$ cat src/rtl/bcd2bin_16.sv
// Reverse double-dabble BCD-to-binary: one shift/correct step per clock, done 17 cycles after capture.
// No backpressure: start is sampled only while idle, and a start while busy is dropped, not queued.
module bcd2bin_16 #(
  parameter int ITER = 17
) (
  input  logic        CLOCK_50,
  input  logic        RESET_N,
  input  logic        start,
  input  logic [3:0]  BCD0,
  input  logic [3:0]  BCD1,
  input  logic [3:0]  BCD2,
  input  logic [3:0]  BCD3,
  input  logic [3:0]  BCD4,
  output logic [15:0] bin,
  output logic        busy,
  output logic        done,
  output logic        err,
  output logic        ovf
);

  typedef enum logic {IDLE, CONV} state_t;

  state_t      state;
  logic [19:0] bcd_q;
  logic [16:0] acc_q;
  logic [4:0]  cnt_q;

  logic [36:0] shifted;
  logic [19:0] bcd_nxt;
  logic [16:0] acc_nxt;
  logic        digits_ok;

  // Shift {bcd, acc} right by one, then pull each BCD field back by 3 if it reached 8.
  always_comb begin
    shifted = {1'b0, bcd_q, acc_q[16:1]};
    acc_nxt = shifted[16:0];
    bcd_nxt = shifted[36:17];
    for (int i = 0; i < 5; i++) begin
      if (bcd_nxt[4*i +: 4] >= 4'd8)
        bcd_nxt[4*i +: 4] = bcd_nxt[4*i +: 4] - 4'd3;
    end
  end

  assign digits_ok = (BCD0 <= 4'd9) && (BCD1 <= 4'd9) && (BCD2 <= 4'd9) &&
                     (BCD3 <= 4'd9) && (BCD4 <= 4'd9);

  always_ff @(posedge CLOCK_50) begin
    if (!RESET_N) begin
      state <= IDLE;
      bcd_q <= '0;
      acc_q <= '0;
      cnt_q <= '0;
      bin   <= '0;
      busy  <= 1'b0;
      done  <= 1'b0;
      err   <= 1'b0;
      ovf   <= 1'b0;
    end else begin
      done <= 1'b0;
      case (state)
        IDLE: begin
          if (start) begin
            if (digits_ok) begin
              bcd_q <= {BCD4, BCD3, BCD2, BCD1, BCD0};
              acc_q <= '0;
              cnt_q <= '0;
              busy  <= 1'b1;
              state <= CONV;
            end else begin
              // Bad digit: report immediately without entering the shift loop.
              bin  <= '0;
              err  <= 1'b1;
              ovf  <= 1'b0;
              done <= 1'b1;
            end
          end
        end
        CONV: begin
          bcd_q <= bcd_nxt;
          acc_q <= acc_nxt;
          cnt_q <= cnt_q + 5'd1;
          if (cnt_q == 5'(ITER - 1)) begin
            bin   <= acc_nxt[15:0];
            ovf   <= acc_nxt[16];
            err   <= 1'b0;
            done  <= 1'b1;
            busy  <= 1'b0;
            state <= IDLE;
          end
        end
        default: state <= IDLE;
      endcase
    end
  end

endmodule

$ cat config.mk
export PLATFORM = sky130hd
export DESIGN_NAME = bcd2bin_16
export DESIGN_NICKNAME = d
export VERILOG_FILES = /design/src/rtl/bcd2bin_16.sv
export SDC_FILE = /design/constraint.sdc
export NUM_CORES = 1
export LEC_CHECK = 0
export ABC_CLOCK_PERIOD_IN_PS = 1710
export BUFFER_PORTS_ARGS = -buffer_cell sky130_fd_sc_hd__buf_2
export CORE_UTILIZATION = 50
export CTS_BUF_LIST = sky130_fd_sc_hd__clkbuf_2 sky130_fd_sc_hd__clkbuf_4 sky130_fd_sc_hd__clkbuf_8
export DETAILED_ROUTE_END_ITERATION = 16
export PLACE_DENSITY = 0.72
export RECOVER_POWER = 100
export SLEW_MARGIN = 20
export SYNTH_ARGS = -nofsm -noshare
export SYNTH_HDL_FRONTEND = slang
export SYNTH_SLANG_ARGS = --single-unit
$ cat constraint.sdc
create_clock -name CLOCK_50 -period 1.71 [get_ports CLOCK_50]
set_clock_uncertainty 0.1 [all_clocks]
set_input_delay 0.0855 -clock CLOCK_50 [delete_from_list [all_inputs] [get_ports CLOCK_50]]
set_output_delay 0.0855 -clock CLOCK_50 [all_outputs]
set_load 0.1 [all_outputs]
* Word level (Yosys, flattened, before mapping)
Cells that the tools add are included.
** Cells by class
- Multiplexer cells :: 36
- Eq/ne operators :: 5
- Reduce and logical (&&, ||, !) cells :: 7
- $mul :: 0
- Bitwise logic cells :: 1
- Add/subtract/negate cells :: 5
- Shifts and indexed selects :: 0
- Magnitude comparators :: 9
- Divide/modulo/power cells :: 0
** Operator list (number)
- 16-bit 2-to-1 mux :: 3
- 20-bit 2-to-1 mux :: 2
- 20-bit case mux with 2 select lines :: 1
- 17-bit 2-to-1 mux :: 2
- 17-bit case mux with 2 select lines :: 1
- 16-bit case mux with 2 select lines :: 1
- 4-bit <= comparator, second input constant :: 5
- 4-bit greater-or-equal comparator, second input constant :: 4
- 4-bit 2-to-1 mux :: 4
- 4-bit by 2-bit subtractor with 4-bit output, second input constant :: 4
- 1-bit 2-to-1 mux :: 14
- 5-bit 2-to-1 mux :: 2
- 1-bit case mux with 2 select lines :: 5
- 5-bit case mux with 2 select lines :: 1
- 2-bit != test, second input constant :: 3
- 3-bit AND reduction :: 2
- 5-bit by 1-bit adder with 5-bit output, second input constant :: 1
- 5-bit equality test, second input constant :: 1
- 1-bit logical AND :: 4
- 2-bit by 1-bit != test with 1-bit output, second input constant :: 1
- 2-bit AND reduction :: 1
- 1-bit NOT :: 1
** Storage, ports and cells
- Logic and storage cells :: 72
- Memory bits (writable) :: 0
- ROM bits :: 0
- Flip-flop bits (word level) :: 63
- Memories kept :: 0
- Bits in latches :: 0
- Output and inout bits :: 20
- Input bits :: 23

* Logic depth before layout (Yosys ltp)
- Word-level depth :: 8
- Mapped depth :: 7
- Depth with buffers taken out :: 5

* Least setup slack after synthesis
OpenSTA, ideal clock, no wires.
- Path kind :: register to register
- Start :: register cnt_q[0]
- End :: register bin[13]
- Buffers on the path :: 2
- Arrival time :: 1.353 ns
- Setup slack :: 0.139 ns
- Stages on the path, launching flop included :: 8
- Setup time :: 0.117 ns
- Cells stage by stage :: dfxtp_1 > inv_1 > ha_1 > nand4_2 > and2_1 > buf_2 > buf_6 > a32o_1
** On the way
- Cells in the longest elaborated chain, start to end :: 3
** Ends and longest elaborated chain
- from (decl) :: RTL line 26 : logic [4:0] cnt_q;
- from (signal assigned) :: RTL line 81 : cnt_q <= cnt_q + 5'd1;
- 5-bit equality test :: RTL line 82 : if (cnt_q == 5'(ITER - 1)) begin
- 2-bit by 1-bit != test with 1-bit output (no source line)
- 3-bit AND reduction (no source line)
- to (signal assigned) :: RTL line 83 : bin <= acc_nxt[15:0];
- to (decl) :: RTL line 14 : output logic [15:0] bin,
No other way between the ends.
A chain may end at the register's enable or synchronous reset.

* Worst setup path in the final report
- Start :: register state
- End :: register bcd_q[5]
** On the way
- Cells in the longest elaborated chain, start to end :: 3
- Elaborated cells on any way between the ends :: 5
- Classes of those cells :: eq/ne: 2; mux: 1; bitwise: 1; reduce/logical: 1
** Ends and longest elaborated chain
- from (decl) :: RTL line 23 : state_t state;
- from (signal assigned) :: RTL line 49 : state <= IDLE;
- from (signal assigned) :: RTL line 68 : state <= CONV;
- from (signal assigned) :: RTL line 88 : state <= IDLE;
- 1-bit NOT
- 2-bit != test (no source line)
- 2-bit AND reduction (no source line)
- to (signal assigned) :: RTL line 64 : bcd_q <= {BCD4, BCD3, BCD2, BCD1, BCD0};
- to (signal assigned) :: RTL line 79 : bcd_q <= bcd_nxt;
- to (decl) :: RTL line 24 : logic [19:0] bcd_q;
Several ways; a longest one is shown, not always the timed one.

==> metrics.yaml <==
sta:
  hold_viol_final: 0
  fmax_mhz: 615
  min_period_ps: 1630
  fin_setup_tns_ps: 0
  grt_setup_unrepaired: "false"
  holdWs_ps: 69.3
  slew_headroom: 0.359
  tightestPinTransition_ps: 960
  worst_slack_ps: 82.9
  period_share: 0.952
  maxSlewViolCount: 0
  setup_viol: 0
worst_setup_path:
  crit_arrival_ps: 1810
  cp_max_fo: 13
  end_kind: "flop"
  cpMaxStageDelayCell: "dfxtp_4"
  critPathKind: "reg2reg"
  cp_top_family: "buffers and inverters"
  crit_chain: "buf_4 -> nor2b_1 -> nand2_1 -> nor3_2 -> clkbuf_1 -> a221o_2"
  critical-path-max-stage-delay_ps: 380
  worst_setup_path_start_kind: "flop"
  crit_buf_inv: 2
  crit_required_ps: 1890
global_route:
  grt.total_usage: 0.237
  antenna_found_initial: 0
  grt_pass1_wl_um: 9980
  grt_pass1_vias: 2151
  grt_start_max_net_pins: 24
  overflow: 0
routing:
  wl_per_cell_um: 15.2
  dr.pass1.iters: 4
  via_per_inst: 5.52
  drt-initial-drc-count: 146
  vias: 2320
  drc: 0
  wl_um: 6380
  postRouteAntennaNets: 0
synth:
  seq_area_frac_synth: 0.464
  synth.net_count: 291
  yosysWarnings: 0
  syn_area_um2: 2680
  avgSynthCellArea_um2: 10.4
  yosys_most_used_dff: "dfxtp_1"
  synth_edf_count: 0
  netlist_instances: 258
  synth.area.top_cells: "dfxtp_1 (46%), a32o_1 (6.0%), a22o_1 (5.6%), ha_1 (4.7%), mux2i_1 (3.0%)"
  yosys.area.top_type: "dfxtp_1"
  ys_seq_elements: 62
  async_reset_ff_frac: 0
  synth_top_area_frac: 0.464
  synth_cell_type_count: 43
layout:
  nets: 378
  layout_common_cells: "dfxtp_1 (61), buf_4 (28), buf_2 (22), clkbuf_2 (22), a22o_1 (17)"
  areaGrowthSynthToFinish_pct: 31.2
  mostFrequentLayoutCell: "dfxtp_1"
  layout-drive-gt1-share: 0.309
  n_antenna_cell: 0
  finalNonFillerCells: 420
die:
  die_h_um: 75.2
  num_io_pins: 43
  rows: 26
  core_area_um2: 5140
  dieArea_um2: 5650
  start_util: 0.521
  die_w_um: 75.2
pwr:
  pwr-share-clk: 0.418
  power_switching_mw: 0.804
  swShare: 0.258
  power.density_nw_per_um2: 886
  vdd_drop_max_mv: 0.813
  p_total_mw: 3.11
  p_seq_frac: 0.476
  p_leak_nw: 1.48
  internal-power_mw: 2.31
  share_comb_of_total_power: 0.106
cts:
  postCtsSetupRepairBufs: 0
  htreeDepth: 3
  cts_tree: "yes"
  cts_made_buffers: 9
  cts_sinks: 62
  cts_buffer_depth: 2
  path_clk_slew_ps: 70
  clock_latency_ps: 330
  clockRootBuffer: "clkbuf_8"
placement:
  hpwl_um: 3990
  post-place-ws_ps: -279
  port-buffer-count: 42
  placed_cells: 387
  gp_congestion: 0.778
flow_run:
  maxCapViolCount: 0
outcome:
  outcome: "completed"
hold_path:
  min_path_type: "in2reg"
[power by group through the flow]
| stage | combinational (mW) | sequential [mW] | clock [mW] |
|---|---|---|---|
| after floorplan | 0.146 | 1.54 | 0 |
| after global placement | 0.286 | 1.51 | 0 |
| after detailed placement | 0.290 | 1.52 | 0 |
| after CTS | 0.327 | 1.48 | 1.32 |
| after global routing | 0.352 | 1.48 | 1.39 |
| final | 0.330 | 1.48 | 1.30 |
[cell type report]
| type | instances | area (um^2) |
|---|---|---|
| clock buffers | 10 | 131 |
| inverters | 11 | 41.3 |
| repair buffers | 91 | 634 |
| multi-input cells | 170 | 1300 |
| well taps | 70 | 87.6 |
| flip-flops and latches | 62 | 1240 |
| clock inverters | 6 | 70.1 |
| fillers | 437 | 1630 |
[per-stage QoR]
step | util | cell area (um^2)
after floorplan | - | 2680
after global placement | 0.611 | 3140
after detailed placement | 0.611 | 3140
after CTS | 0.685 | 3520
after global routing | 0.683 | 3510
final | 0.683 | 3510
[final timing paths]
kind / end / depth (start not counted) / startpoint / slack [ps]
min: bcd_q[7] / 4 / BCD1[3] / 70
min reg2reg: busy / 1 / busy / 370
max: bcd_q[5] / 6 / state / 80
max reg2reg: bcd_q[5] / 6 / state / 80
[kinds of logic (layout without fill, tap and decap cells)]
| family | Yosys count | count (layout) | share of synthesized area |
|---|---|---|---|
| compound gates | 76 | 77 | 0.243 |
| xor+xnor | 10 | 10 | 0.0327 |
| fa+ha+maj | 10 | 10 | 0.0468 |
| buf+inv | 27 | 118 | 0.0556 |
| flops | 62 | 62 | 0.464 |
| mux | 8 | 8 | 0.0299 |
| simple gates | 65 | 65 | 0.129 |
[worst min-delay path, stage by stage]
cell	delay [ps]
buf_2	110
buf_4	130
nand4_1	60
a31oi_1	80
[per-layer routing]
metal / up-vias / wire (um) / share of wire / GRT usage
li1: 1137 / - / - / -
met4: 0 / 83 / 0.013 / 0.0844
met3: 12 / 342 / 0.054 / 0.0562
met5: - / 0 / 0 / 0
met2: 65 / 2950 / 0.46 / 0.378
met1: 1106 / 3000 / 0.47 / 0.316
[state kept, by name, indices dropped and copies added, names as in the netlist]
name and count:
bcd_q 20, acc_q 16, bin 16, cnt_q 5
busy 1, done 1, err 1, ovf 1
state 1
[cell usage after synthesis (7+ instances only)]
| cell type | number |
|---|---|
| ha_1 | 10 |
| a221o_2 | 7 |
| nand2_1 | 15 |
| xnor2_1 | 9 |
| dfxtp_1 | 62 |
| nor2b_1 | 10 |
| a22o_1 | 17 |
| nor2_1 | 12 |
| a32o_1 | 16 |
| inv_1 | 10 |
| mux2i_1 | 8 |
| nand3_1 | 7 |
[repair_timing]
| item | CTS | global route |
|---|---|---|
| resized for setup | 3 | 1 |
| hold buffers | 16 | 0 |
| hold endpoints to repair | 16 | 0 |
| setup endpoints to repair | 34 | 5 |
| gates cloned | 1 | 0 |
| pin swaps | 1 | 0 |
No activity file was read; power rests on OpenSTA's default activity.
